`src/rtl/mem_arb_pkg.sv`:
```
// -----------------------------------------------------------------------------
// mem_arb_pkg
//   Shared definitions for the two-requester memory arbiter:
//   - rw flag encodings carried on the icache, dcache and memory ports
//   - FSM state encoding and the requester identifier
//   - latched memory request record
//   - norm_rw(): folds the 2'b11 request flag onto a plain write
// -----------------------------------------------------------------------------
package mem_arb_pkg;

  localparam logic [1:0] RW_NONE  = 2'b00;
  localparam logic [1:0] RW_READ  = 2'b01;
  localparam logic [1:0] RW_WRITE = 2'b10;

  typedef enum logic [1:0] {
    IDLE   = 2'b00,
    SERV_I = 2'b01,
    SERV_D = 2'b10,
    RESP   = 2'b11
  } arb_state_e;

  typedef enum logic {
    REQ_I = 1'b0,
    REQ_D = 1'b1
  } requester_e;

  typedef struct packed {
    logic [1:0]  rw_flag;
    logic [31:0] addr;
    logic [31:0] write_data;
    logic [3:0]  write_mask;
  } mem_req_t;

  // A flag with the write bit set is a write, whatever the read bit says.
  function automatic logic [1:0] norm_rw(input logic [1:0] flag);
    return flag[1] ? RW_WRITE : flag;
  endfunction

endpackage

```
`src/rtl/mem_arb_pick.sv`:
```
// -----------------------------------------------------------------------------
// mem_arb_pick
//   Combinational two-way round-robin pick.
//   Ports:
//     req_i, req_d  - icache / dcache currently requesting
//     last_grant    - requester granted most recently
//     grant         - one-hot result: [0] icache, [1] dcache, 2'b00 = none
//   A sole requester always wins; on a tie the one not granted last wins.
// -----------------------------------------------------------------------------
module mem_arb_pick
  import mem_arb_pkg::*;
(
  input  logic       req_i,
  input  logic       req_d,
  input  requester_e last_grant,
  output logic [1:0] grant
);

  always_comb begin
    // NOTE: every combinational output gets a default first so no path
    // leaves it unassigned, which would otherwise infer a latch.
    grant = 2'b00;
    if (req_i && req_d) begin
      grant = (last_grant == REQ_I) ? 2'b10 : 2'b01;
    end else if (req_i) begin
      grant = 2'b01;
    end else if (req_d) begin
      grant = 2'b10;
    end
  end

endmodule

```
`src/rtl/mem_arbiter.sv`:
```
// -----------------------------------------------------------------------------
// mem_arbiter
//   Shares one memory port between an icache and a dcache miss interface.
//   Ports:
//     clk, rst                   - clock, asynchronous active-low reset
//     i_rw_flag/i_addr/i_write_data/i_write_mask - icache request
//     i_read_data/i_busy/i_done  - icache response
//     d_*                        - same set for the dcache
//     mem_rw_flag/mem_addr/mem_write_data/mem_write_mask - memory request
//     mem_read_data/mem_busy/mem_done - memory response
//   One transaction at a time: IDLE grants, SERV_x waits for mem_done,
//   RESP pulses x_done for one cycle and always returns to IDLE.
// -----------------------------------------------------------------------------
module mem_arbiter
  import mem_arb_pkg::*;
(
  input  logic        clk,
  input  logic        rst,

  input  logic [1:0]  i_rw_flag,
  input  logic [31:0] i_addr,
  input  logic [31:0] i_write_data,
  input  logic [3:0]  i_write_mask,
  output logic [31:0] i_read_data,
  output logic        i_busy,
  output logic        i_done,

  input  logic [1:0]  d_rw_flag,
  input  logic [31:0] d_addr,
  input  logic [31:0] d_write_data,
  input  logic [3:0]  d_write_mask,
  output logic [31:0] d_read_data,
  output logic        d_busy,
  output logic        d_done,

  output logic [1:0]  mem_rw_flag,
  output logic [31:0] mem_addr,
  output logic [31:0] mem_write_data,
  output logic [3:0]  mem_write_mask,
  input  logic [31:0] mem_read_data,
  input  logic        mem_busy,
  input  logic        mem_done
);

  arb_state_e  state_q, state_d;
  requester_e  last_grant_q;
  mem_req_t    mem_q;
  logic [31:0] i_read_data_q, d_read_data_q;
  logic        i_busy_q, i_busy_d;
  logic        d_busy_q, d_busy_d;

  logic        req_i, req_d;
  logic [1:0]  grant;
  logic        grant_i, grant_d;

  assign req_i = (i_rw_flag != RW_NONE);
  assign req_d = (d_rw_flag != RW_NONE);

  mem_arb_pick u_pick (
    .req_i      (req_i),
    .req_d      (req_d),
    .last_grant (last_grant_q),
    .grant      (grant)
  );

  // Grants only happen from IDLE while memory is free; RESP never grants,
  // so a requester's flag still high in its done cycle is not re-served.
  assign grant_i = (state_q == IDLE) && !mem_busy && grant[0];
  assign grant_d = (state_q == IDLE) && !mem_busy && grant[1];

  // ---------------------------------------------------------------------------
  // FSM next state
  // ---------------------------------------------------------------------------
  always_comb begin
    state_d = state_q;
    unique case (state_q)
      IDLE: begin
        if (grant_i)      state_d = SERV_I;
        else if (grant_d) state_d = SERV_D;
      end
      SERV_I, SERV_D: begin
        if (mem_done) state_d = RESP;
      end
      RESP:    state_d = IDLE;
      default: state_d = IDLE;
    endcase
  end

  // ---------------------------------------------------------------------------
  // Busy tracking: raised from the cycle after a request is seen, held while
  // in service, cleared by the edge that ends that requester's RESP cycle.
  // While waiting on the other requester it simply follows the flag.
  // ---------------------------------------------------------------------------
  always_comb begin
    i_busy_d = req_i;
    d_busy_d = req_d;
    if (state_q == RESP && last_grant_q == REQ_I) i_busy_d = 1'b0;
    else if (state_q == SERV_I)                   i_busy_d = 1'b1;
    if (state_q == RESP && last_grant_q == REQ_D) d_busy_d = 1'b0;
    else if (state_q == SERV_D)                   d_busy_d = 1'b1;
  end

  // ---------------------------------------------------------------------------
  // State and datapath registers
  // ---------------------------------------------------------------------------
  // NOTE: the request and read-data registers are plain flops, not a memory
  // array, so they take the reset too; every output reads 0 while in reset.
  always_ff @(posedge clk or negedge rst) begin
    if (!rst) begin
      // NOTE: sequential state uses non-blocking assignments so every flop
      // samples the pre-edge values regardless of statement order.
      state_q       <= IDLE;
      last_grant_q  <= REQ_I;
      mem_q         <= '0;
      i_read_data_q <= '0;
      d_read_data_q <= '0;
      i_busy_q      <= 1'b0;
      d_busy_q      <= 1'b0;
    end else begin
      state_q  <= state_d;
      i_busy_q <= i_busy_d;
      d_busy_q <= d_busy_d;

      if (grant_i) begin
        mem_q.rw_flag    <= norm_rw(i_rw_flag);
        mem_q.addr       <= i_addr;
        mem_q.write_data <= i_write_data;
        mem_q.write_mask <= i_write_mask;
        last_grant_q     <= REQ_I;
      end else if (grant_d) begin
        mem_q.rw_flag    <= norm_rw(d_rw_flag);
        mem_q.addr       <= d_addr;
        mem_q.write_data <= d_write_data;
        mem_q.write_mask <= d_write_mask;
        last_grant_q     <= REQ_D;
      end

      // Completion: drop the request and, for reads only, keep the data.
      if ((state_q == SERV_I || state_q == SERV_D) && mem_done) begin
        mem_q.rw_flag <= RW_NONE;
        if (mem_q.rw_flag == RW_READ) begin
          if (state_q == SERV_I) i_read_data_q <= mem_read_data;
          else                   d_read_data_q <= mem_read_data;
        end
      end
    end
  end

  // ---------------------------------------------------------------------------
  // Outputs
  // ---------------------------------------------------------------------------
  assign mem_rw_flag    = mem_q.rw_flag;
  assign mem_addr       = mem_q.addr;
  assign mem_write_data = mem_q.write_data;
  assign mem_write_mask = mem_q.write_mask;

  // In RESP, last_grant names the requester whose transaction just finished.
  assign i_done      = (state_q == RESP) && (last_grant_q == REQ_I);
  assign d_done      = (state_q == RESP) && (last_grant_q == REQ_D);
  assign i_busy      = i_busy_q;
  assign d_busy      = d_busy_q;
  assign i_read_data = i_read_data_q;
  assign d_read_data = d_read_data_q;

endmodule

```
`config.mk`:
```
export PLATFORM = sky130hd
export DESIGN_NAME = mem_arbiter
export DESIGN_NICKNAME = d
export VERILOG_FILES = /design/src/rtl/mem_arb_pkg.sv /design/src/rtl/mem_arb_pick.sv /design/src/rtl/mem_arbiter.sv
export SDC_FILE = /design/constraint.sdc
export NUM_CORES = 1
export LEC_CHECK = 0
export CAP_MARGIN = 30
export CORE_MARGIN = 1
export CORE_UTILIZATION = 30
export DETAILED_ROUTE_END_ITERATION = 10
export PLACE_DENSITY_LB_ADDON = 0.1
export SYNTH_ARGS = -nofsm -noshare
export SYNTH_HDL_FRONTEND = slang
export SYNTH_HIERARCHICAL = 1
export SYNTH_SLANG_ARGS = --single-unit
```
`constraint.sdc`:
```
create_clock -name clk -period 1.93 [get_ports clk]
set_input_delay 0.4825 -clock clk [delete_from_list [all_inputs] [get_ports clk]]
set_output_delay 0.4825 -clock clk [all_outputs]
set_load 0.05 [all_outputs]
```
==> flow_results.xml, run 1 <==
<?xml version="1.0" encoding="UTF-8"?>
<metrics>
  <group name="global_routing">
    <metric name="global_route_wire_length_before_repair" unit="mm">29.41</metric>
    <metric name="initial_antenna_violation_count" unit="">0</metric>
    <metric name="grt_usage" unit="">0.1884</metric>
    <metric name="globalRouteOverflowTotal" unit="">0</metric>
    <metric name="largest_net_degree_at_the_start_of_global_routing" unit="">46</metric>
    <metric name="first_global_vias" unit="">5640</metric>
  </group>
  <group name="sta">
    <metric name="layout_min_cycle_time" unit="ps">1890</metric>
    <metric name="setup_repair_after_global_routing_missed_its_margin" unit="">true</metric>
    <metric name="finalSetupTns" unit="ps">0</metric>
    <metric name="clock.fmax" unit="MHz">529.2</metric>
    <metric name="hold_viol_final" unit="">0</metric>
    <metric name="maxSlewHeadroom" unit="">0.7454</metric>
    <metric name="fin_hold_ws" unit="ps">442.3</metric>
    <metric name="fin_worst_skew" unit="ps">10.65</metric>
    <metric name="timing.final.setup_violations" unit="">0</metric>
    <metric name="final.period_utilization" unit="">0.9790</metric>
    <metric name="slew_of_the_pin_with_the_lowest_slew_margin" unit="ps">381.9</metric>
    <metric name="timing_max_transition_violations_final" unit="">0</metric>
  </group>
  <group name="die">
    <metric name="initial_core_util" unit="">0.3077</metric>
    <metric name="coreArea" unit="um^2">19590</metric>
    <metric name="design.portCount" unit="">314</metric>
    <metric name="die-width" unit="um">143.8</metric>
    <metric name="rows" unit="">51</metric>
    <metric name="dieHeight" unit="um">143.8</metric>
    <metric name="design.die.area" unit="um^2">20670</metric>
  </group>
  <group name="clock_tree">
    <metric name="clk_root_buffer_cell" unit="">sky130_fd_sc_hd__clkbuf_16</metric>
    <metric name="numClockSinks" unit="">139</metric>
    <metric name="worstSkewPairLatency" unit="ps">420</metric>
    <metric name="cts_made_buffers" unit="">17</metric>
    <metric name="ctsHtreeMaxLevel" unit="">4</metric>
    <metric name="clk_pin_slew_worst_paths" unit="ps">60</metric>
    <metric name="ctsLongestPathBuffers" unit="">2</metric>
    <metric name="tritoncts_clock_tree" unit="">yes</metric>
  </group>
  <group name="placed_design">
    <metric name="io_buffers" unit="">313</metric>
    <metric name="gp_congestion" unit="">0.7880</metric>
    <metric name="place.detailed.hpwl" unit="mm">14.00</metric>
  </group>
  <group name="synth">
    <metric name="adder_and_majority_gate_portion_of_the_synthesized_area" unit="">0.01038</metric>
    <metric name="syn-mean-instance-area" unit="um^2">10.69</metric>
    <metric name="ys_top_cells_by_area" unit="">sky130_fd_sc_hd__dfrtp_1, sky130_fd_sc_hd__mux2_2, sky130_fd_sc_hd__nand2_1, sky130_fd_sc_hd__a31oi_1, sky130_fd_sc_hd__a21oi_1</metric>
    <metric name="synth.largest_area_cell" unit="">sky130_fd_sc_hd__dfrtp_1</metric>
    <metric name="synth_seq_area_share" unit="">0.5770</metric>
    <metric name="synth_simple_gate_area_share" unit="">0.1069</metric>
    <metric name="postSynthCellCount" unit="">564</metric>
    <metric name="muxShareOfSynthArea" unit="">0.1264</metric>
    <metric name="yosys.area_share.xor_xnor" unit="">0</metric>
    <metric name="post_synth_instance_area" unit="um^2">6028</metric>
    <metric name="synth-compound-area-share" unit="">0.1395</metric>
    <metric name="postSynthRegisterBits" unit="">139</metric>
    <metric name="synth-warning-count" unit="">6</metric>
    <metric name="post-synth-top-area-fraction" unit="">0.5770</metric>
    <metric name="synth_fp_nets" unit="">745</metric>
    <metric name="synth_top_family_by_area" unit="">compound AO/OA/AOI/OAI gates</metric>
    <metric name="number_of_distinct_library_cells_after_synthesis" unit="">28</metric>
  </group>
  <group name="drt">
    <metric name="finalWirelength" unit="mm">20.98</metric>
    <metric name="route.detailed.vias_per_inst" unit="">4.880</metric>
    <metric name="final_routed_wire_length_divided_by_cell_count" unit="um">17.89</metric>
    <metric name="vias" unit="">5724</metric>
    <metric name="firstDrtPassIters" unit="">4</metric>
    <metric name="drt-initial-drc-count" unit="">225</metric>
    <metric name="route.detailed.drc" unit="">0</metric>
    <metric name="drt.antenna.violating_nets" unit="">0</metric>
  </group>
  <group name="power_and_ir_drop">
    <metric name="power.leakage" unit="nW">4.674</metric>
    <metric name="cell_pwr_density" unit="nW/um^2">1873</metric>
    <metric name="p_total" unit="W">0.01950</metric>
    <metric name="worst_ir_drop_vdd" unit="V">0.0008603</metric>
  </group>
  <group name="layout">
    <metric name="num-nets-final" unit="">1077</metric>
    <metric name="antenna_cells_inserted" unit="">0</metric>
    <metric name="area.growth.synth_to_final" unit="%">72.73</metric>
    <metric name="drive_above_1_share" unit="">0.3425</metric>
    <metric name="utilization" unit="">0.5315</metric>
    <metric name="count_of_filler_cells_inserted_in_the_layout" unit="">1795</metric>
  </group>
  <group name="min_path">
    <metric name="timing.hold.worst.class" unit="">primary input to register</metric>
  </group>
  <group name="worst_setup_path">
    <metric name="crit_buf_inv" unit="">2</metric>
    <metric name="crit_path_start_kind" unit="">register</metric>
    <metric name="worst-path-max-fanout" unit="">2</metric>
    <metric name="worst-endpoint-arrival" unit="ps">1410</metric>
    <metric name="path_class" unit="">register to output port</metric>
    <metric name="crit_path_cells" unit="">buf_4 &gt; ha_4 &gt; and2_4 &gt; buf_12</metric>
    <metric name="max_stage_delay" unit="ps">380</metric>
    <metric name="timing.critical_path.to_type" unit="">output port</metric>
    <metric name="worstPathRequired" unit="ps">1450</metric>
    <metric name="crit_family" unit="">flip-flops</metric>
    <metric name="cpMaxStageDelayCell" unit="">sky130_fd_sc_hd__dfrtp_1</metric>
  </group>
  <group name="flow_run">
    <metric name="maxCapViolations" unit="">0</metric>
  </group>
  <group name="status">
    <metric name="outcome" unit="">finished clean</metric>
  </group>
</metrics>
-- area by class of cell --
type | instances | area [um^2] | area share
Clock buffer | 18 | 429.2 | 0.04122
Clock inverter | 13 | 168.9 | 0.01622
Inverter | 3 | 11.26 | 0.001081
Multi-Input combinational cell | 376 | 2495 | 0.2396
Sequential cell | 139 | 3478 | 0.3341
Tap cell | 265 | 331.6 | 0.03184
Timing Repair Buffer | 359 | 3498 | 0.3360
-- synth_stat cells (all sizes together) --
library cell / n
dfrtp: 139
nand2: 136
a21oi: 73
a31oi: 68
mux2: 65
clkbuf: 27
buf: 19
nor2: 6
ha: 5
and2: 3
inv: 3
mux2i: 3
nand3b: 3
nor2b: 3
or2: 3
a21boi: 2
a211oi: 1
a311oi: 1
and3b: 1
and4bb: 1
nand4b: 1
o21bai: 1
-- through the flow --
stage               std cells  instance area (um^2)  worst slack [ps]
finish                   1173                 10410             40.47
global route             1173                 10410            -23.08
CTS                      1162                 10040            0.5698
detailed placement       1127                  9370            -523.8
global placement         1127                  9370            -454.7
floorplan                 564                  6056             22.29
-- path summary, 6_finish.rpt --
check | endpoint | start | cells after the start | slack [ps]
worst max-delay path | d_done | state_q[0] | 4 | 40
worst min-delay path | mem_rw_flag[0] | d_rw_flag[0] | 3 | 440
worst max register to register | d_read_data[8] | state_q[1] | 6 | 50
worst min register to register | i_read_data[12] | i_read_data[12] | 1 | 500
max in group asynchronous | mem_addr[19] | rst | 3 | 780
min in group asynchronous | d_read_data[21] | rst | 2 | 540
-- sequential cells by signal, summed over array words and instances, names as in the netlist --
signal and cells:
d_busy 1, state_q 2, mem_rw_flag 2, i_busy 1
mem_write_data 32, mem_addr 32, i_read_data 32, last_grant_q 1
mem_write_mask 4, d_read_data 32
-- worst register-to-register path, cell delays in order, from the launching register on --
cell and delay (ps):
sky130_fd_sc_hd__dfrtp_1 350, sky130_fd_sc_hd__inv_1 100, sky130_fd_sc_hd__ha_4 290, sky130_fd_sc_hd__and2_4 150
sky130_fd_sc_hd__and4bb_4 340, sky130_fd_sc_hd__clkbuf_16 200, sky130_fd_sc_hd__mux2_2 330
-- cell families after synthesis --
family / after synthesis
compound gates: 146
fa+ha+maj: 5
buf+inv: 49
flops: 139
mux: 68
simple gates: 157
-- layout by cell type (no fill, tap or decap), types with 4 or more instances in the layout --
cell,n
sky130_fd_sc_hd__a31oi_2,15
sky130_fd_sc_hd__buf_4,155
sky130_fd_sc_hd__nand2_1,136
sky130_fd_sc_hd__buf_6,4
sky130_fd_sc_hd__a21oi_1,72
sky130_fd_sc_hd__dfrtp_1,139
sky130_fd_sc_hd__a31oi_1,52
sky130_fd_sc_hd__buf_12,15
sky130_fd_sc_hd__mux2_2,64
sky130_fd_sc_hd__clkbuf_16,24
sky130_fd_sc_hd__clkinv_4,5
sky130_fd_sc_hd__nor2_1,6
sky130_fd_sc_hd__clkdlybuf4s50_1,172
-- timing repair --
item	in CTS	in global routing
hold endpoints to repair	35	0
setup buffers	3	2
setup endpoints to repair	61	97
gates cloned	0	9
hold buffers	1	0
gates resized for setup	8	27
pin swaps	1	6
-- routing by layer --
metal,GRT usage,up-vias,routed length [um]
met5,0,-,0
li1,-,2651,-
met3,0.06431,23,1615
met2,0.3373,221,10790
met1,0.2048,2829,8252
met4,0.06943,0,327
-- where the power goes --
part | switching [W] | internal (W) | total, W
Sequential | 0.000798 | 0.00430 | 0.00509
Combinational | 0.00728 | 0.00382 | 0.0111
Clock | 0.00127 | 0.00204 | 0.00331
No activity file was read; power rests on OpenSTA's default activity.
==> run 2, diff against run 1 <==
--- a/config.mk
+++ b/config.mk
@@ -9,6 +9,7 @@
 export CORE_MARGIN = 1
 export CORE_UTILIZATION = 30
 export DETAILED_ROUTE_END_ITERATION = 10
+export DONT_BUFFER_PORTS = 1
 export PLACE_DENSITY_LB_ADDON = 0.1
 export SYNTH_ARGS = -nofsm -noshare
 export SYNTH_HDL_FRONTEND = slang
==> run 2 against run 1 <==
  * The flow now finishes with violations (negative hold slack)
  * Combinational power down 72%
  * Via count down 24%
  * Hold slack worse by 690 ps
  * Flip-flop and latch count unchanged
  * Sequential power up 96%
  * Cell area down 31%
  * Fmax up 1.4%
  * Routed wire length down 20%
  * Core utilization down 17 points
  * Critical path depth up 2
  * Die area unchanged
  * Largest power group is now sequential cells
==> flow_results.xml, run 2 (synthesis gave the netlist of run 1 again) <==
<?xml version="1.0" encoding="UTF-8"?>
<metrics>
  <group name="status">
    <metric name="outcome" unit="">finished with violations</metric>
    <metric name="violations" unit="">negative hold slack</metric>
  </group>
  <group name="die">
    <metric name="design.portCount" unit="">314</metric>
    <metric name="initial_core_util" unit="">0.3077</metric>
    <metric name="dieHeight" unit="um">143.8</metric>
    <metric name="design.die.area" unit="um^2">20670</metric>
    <metric name="coreArea" unit="um^2">19590</metric>
    <metric name="die-width" unit="um">143.8</metric>
    <metric name="rows" unit="">51</metric>
  </group>
  <group name="sta">
    <metric name="timing.final.setup_violations" unit="">0</metric>
    <metric name="hold_viol_final" unit="">139</metric>
    <metric name="timing_max_transition_violations_final" unit="">0</metric>
    <metric name="fin_hold_ws" unit="ps">-244.8</metric>
    <metric name="final.period_utilization" unit="">0.9655</metric>
    <metric name="slew_of_the_pin_with_the_lowest_slew_margin" unit="ps">538.5</metric>
    <metric name="layout_min_cycle_time" unit="ps">1863</metric>
    <metric name="maxSlewHeadroom" unit="">0.6410</metric>
    <metric name="setup_repair_after_global_routing_missed_its_margin" unit="">false</metric>
    <metric name="clock.fmax" unit="MHz">536.6</metric>
    <metric name="finalSetupTns" unit="ps">0</metric>
    <metric name="fin_worst_skew" unit="ps">6.267</metric>
  </group>
  <group name="drt">
    <metric name="highest-signal-layer" unit="">met4</metric>
    <metric name="drt.antenna.violating_nets" unit="">0</metric>
    <metric name="finalWirelength" unit="mm">16.78</metric>
    <metric name="final_routed_wire_length_divided_by_cell_count" unit="um">19.86</metric>
    <metric name="detailroute.wirelength.met2" unit="mm">8.227</metric>
    <metric name="met1_length" unit="mm">6.407</metric>
    <metric name="route.detailed.vias_per_inst" unit="">5.159</metric>
    <metric name="vias" unit="">4359</metric>
    <metric name="wl_met3" unit="mm">1.830</metric>
    <metric name="drt-initial-drc-count" unit="">136</metric>
    <metric name="firstDrtPassIters" unit="">4</metric>
    <metric name="route.detailed.drc" unit="">0</metric>
  </group>
  <group name="worst_setup_path">
    <metric name="worstPathRequired" unit="ps">2230</metric>
    <metric name="worst-endpoint-arrival" unit="ps">2160</metric>
    <metric name="crit_path_start_kind" unit="">register</metric>
    <metric name="worst-path-max-fanout" unit="">16</metric>
    <metric name="reg2reg_setup_slack" unit="ps">70</metric>
    <metric name="timing.critical_path.from" unit="">state_q[1]</metric>
    <metric name="r2r_start" unit="">state_q[1]</metric>
    <metric name="timing.critical_path.to_type" unit="">register</metric>
    <metric name="path_class" unit="">register to register</metric>
  </group>
  <group name="power_and_ir_drop">
    <metric name="share_comb_of_total_power" unit="">0.190</metric>
    <metric name="worst_ir_drop_vdd" unit="V">0.0006317</metric>
    <metric name="power.leakage" unit="nW">3.126</metric>
    <metric name="switching_power" unit="W">0.008667</metric>
    <metric name="switching_share" unit="">0.5250</metric>
    <metric name="power.internal" unit="W">0.007843</metric>
    <metric name="fraction_of_power_consumed_by_sequential_logic" unit="">0.606</metric>
    <metric name="cell_pwr_density" unit="nW/um^2">2302</metric>
    <metric name="pwr-share-clk" unit="">0.204</metric>
  </group>
  <group name="global_routing">
    <metric name="grt_usage" unit="">0.1568</metric>
    <metric name="first_global_vias" unit="">4422</metric>
    <metric name="globalRouteOverflowTotal" unit="">0</metric>
    <metric name="initial_antenna_violation_count" unit="">0</metric>
    <metric name="largest_net_degree_at_the_start_of_global_routing" unit="">140</metric>
    <metric name="global_route_wire_length_before_repair" unit="mm">24.27</metric>
  </group>
  <group name="layout">
    <metric name="layout_common_cells" unit="">sky130_fd_sc_hd__dfrtp_1, sky130_fd_sc_hd__nand2_1, sky130_fd_sc_hd__a21oi_1</metric>
    <metric name="area.growth.synth_to_final" unit="%">18.97</metric>
    <metric name="utilization" unit="">0.3661</metric>
    <metric name="drive_above_1_share" unit="">0.2414</metric>
    <metric name="count_of_filler_cells_inserted_in_the_layout" unit="">1983</metric>
    <metric name="antenna_cells_inserted" unit="">0</metric>
    <metric name="num-nets-final" unit="">749</metric>
    <metric name="layout.cells.most_common" unit="">sky130_fd_sc_hd__dfrtp_1</metric>
    <metric name="stdcell_count" unit="">845</metric>
    <metric name="post-route-cell-area" unit="um^2">7172</metric>
  </group>
  <group name="min_path">
    <metric name="timing.hold.worst.class" unit="">primary input to asynchronous set/reset pin</metric>
  </group>
  <group name="clock_tree">
    <metric name="tritoncts_clock_tree" unit="">yes</metric>
    <metric name="clk_root_buffer_cell" unit="">sky130_fd_sc_hd__clkbuf_16</metric>
    <metric name="cts_made_buffers" unit="">17</metric>
    <metric name="numClockSinks" unit="">139</metric>
    <metric name="ctsHtreeMaxLevel" unit="">4</metric>
    <metric name="worstSkewPairLatency" unit="ps">420</metric>
    <metric name="clk_pin_slew_worst_paths" unit="ps">60</metric>
    <metric name="ctsLongestPathBuffers" unit="">2</metric>
  </group>
  <group name="placed_design">
    <metric name="dpl_cell_area" unit="um^2">6485</metric>
    <metric name="place.detailed.hpwl" unit="mm">11.59</metric>
    <metric name="gp_congestion" unit="">0.7304</metric>
    <metric name="io_buffers" unit="">0</metric>
    <metric name="place_inst" unit="">810</metric>
  </group>
  <group name="flow_run">
    <metric name="maxCapViolations" unit="">0</metric>
  </group>
</metrics>
## run 2: cell types whose count changed in the layout (fill, tap and decap cells not counted), moves of 5 or more
cell                              previous run  this run
sky130_fd_sc_hd__clkdlybuf4s50_1           172         0
sky130_fd_sc_hd__buf_4                     155        17
sky130_fd_sc_hd__a31oi_1                    52        68
sky130_fd_sc_hd__a31oi_2                    15         0
sky130_fd_sc_hd__clkbuf_16                  24        18
sky130_fd_sc_hd__buf_12                     15        10
## run 2: routing by layer
metal	track usage	up-vias
met4	0.07391	0
li1	-	1971
met2	0.2637	204
met1	0.1696	2160
met5	0	-
met3	0.06731	24
## run 2: per-stage QoR
stage          power [W]  setup WS [ps]
6_report         0.01651          66.53
4_1_cts          0.01658         -2.878
5_1_grt          0.01731          5.074
2_1_floorplan    0.01202          22.29
3_3_place_gp     0.01306         -134.7
3_5_place_dp     0.01316         -145.4
## run 2: worst paths after layout
kind                                            to  depth (start not counted)
worst min-delay path               i_read_data[21]                          0
worst max-delay path               d_read_data[23]                          6
worst min register to register          state_q[1]                          1
max in group asynchronous       mem_write_data[30]                          0
min in group clk                    d_read_data[6]                          1
worst max register to register     d_read_data[23]                          6
## run 2: power groups by stage
stage	Clock, W	Sequential (W)	Combinational (W)
floorplan	0	0.00971	0.00231
global route	0.00360	0.0102	0.00352
global placement	0	0.0101	0.00297
detailed placement	0	0.0101	0.00308
CTS	0.00348	0.0100	0.00307
finish	0.00337	0.0100	0.00314
## run 2: layout make-up
type / count / area, um^2 / area share
tap: 265 / 331.6 / 0.04623
inverter: 3 / 11.26 / 0.001570
clock inverter: 12 / 165.2 / 0.02303
clock buffer: 19 / 442.9 / 0.06176
multi-input combinational: 376 / 2364 / 0.3296
sequential: 139 / 3478 / 0.4850
timing repair buffer: 31 / 379.1 / 0.05286
## run 2: timing repair
action / in CTS / in global routing
setup endpoints to repair: 25 / 33
gates resized for setup: 2 / 5
endpoints found under the hold margin: 139 / 139
setup buffers: 0 / 2
cloned: 0 / 2
## run 2: worst max-delay path: stages (launching register included)
cell	delay [ps]
sky130_fd_sc_hd__dfrtp_1	400
sky130_fd_sc_hd__inv_2	80
sky130_fd_sc_hd__ha_4	270
sky130_fd_sc_hd__and2_4	160
sky130_fd_sc_hd__and4bb_4	310
sky130_fd_sc_hd__buf_12	180
sky130_fd_sc_hd__mux2_2	340
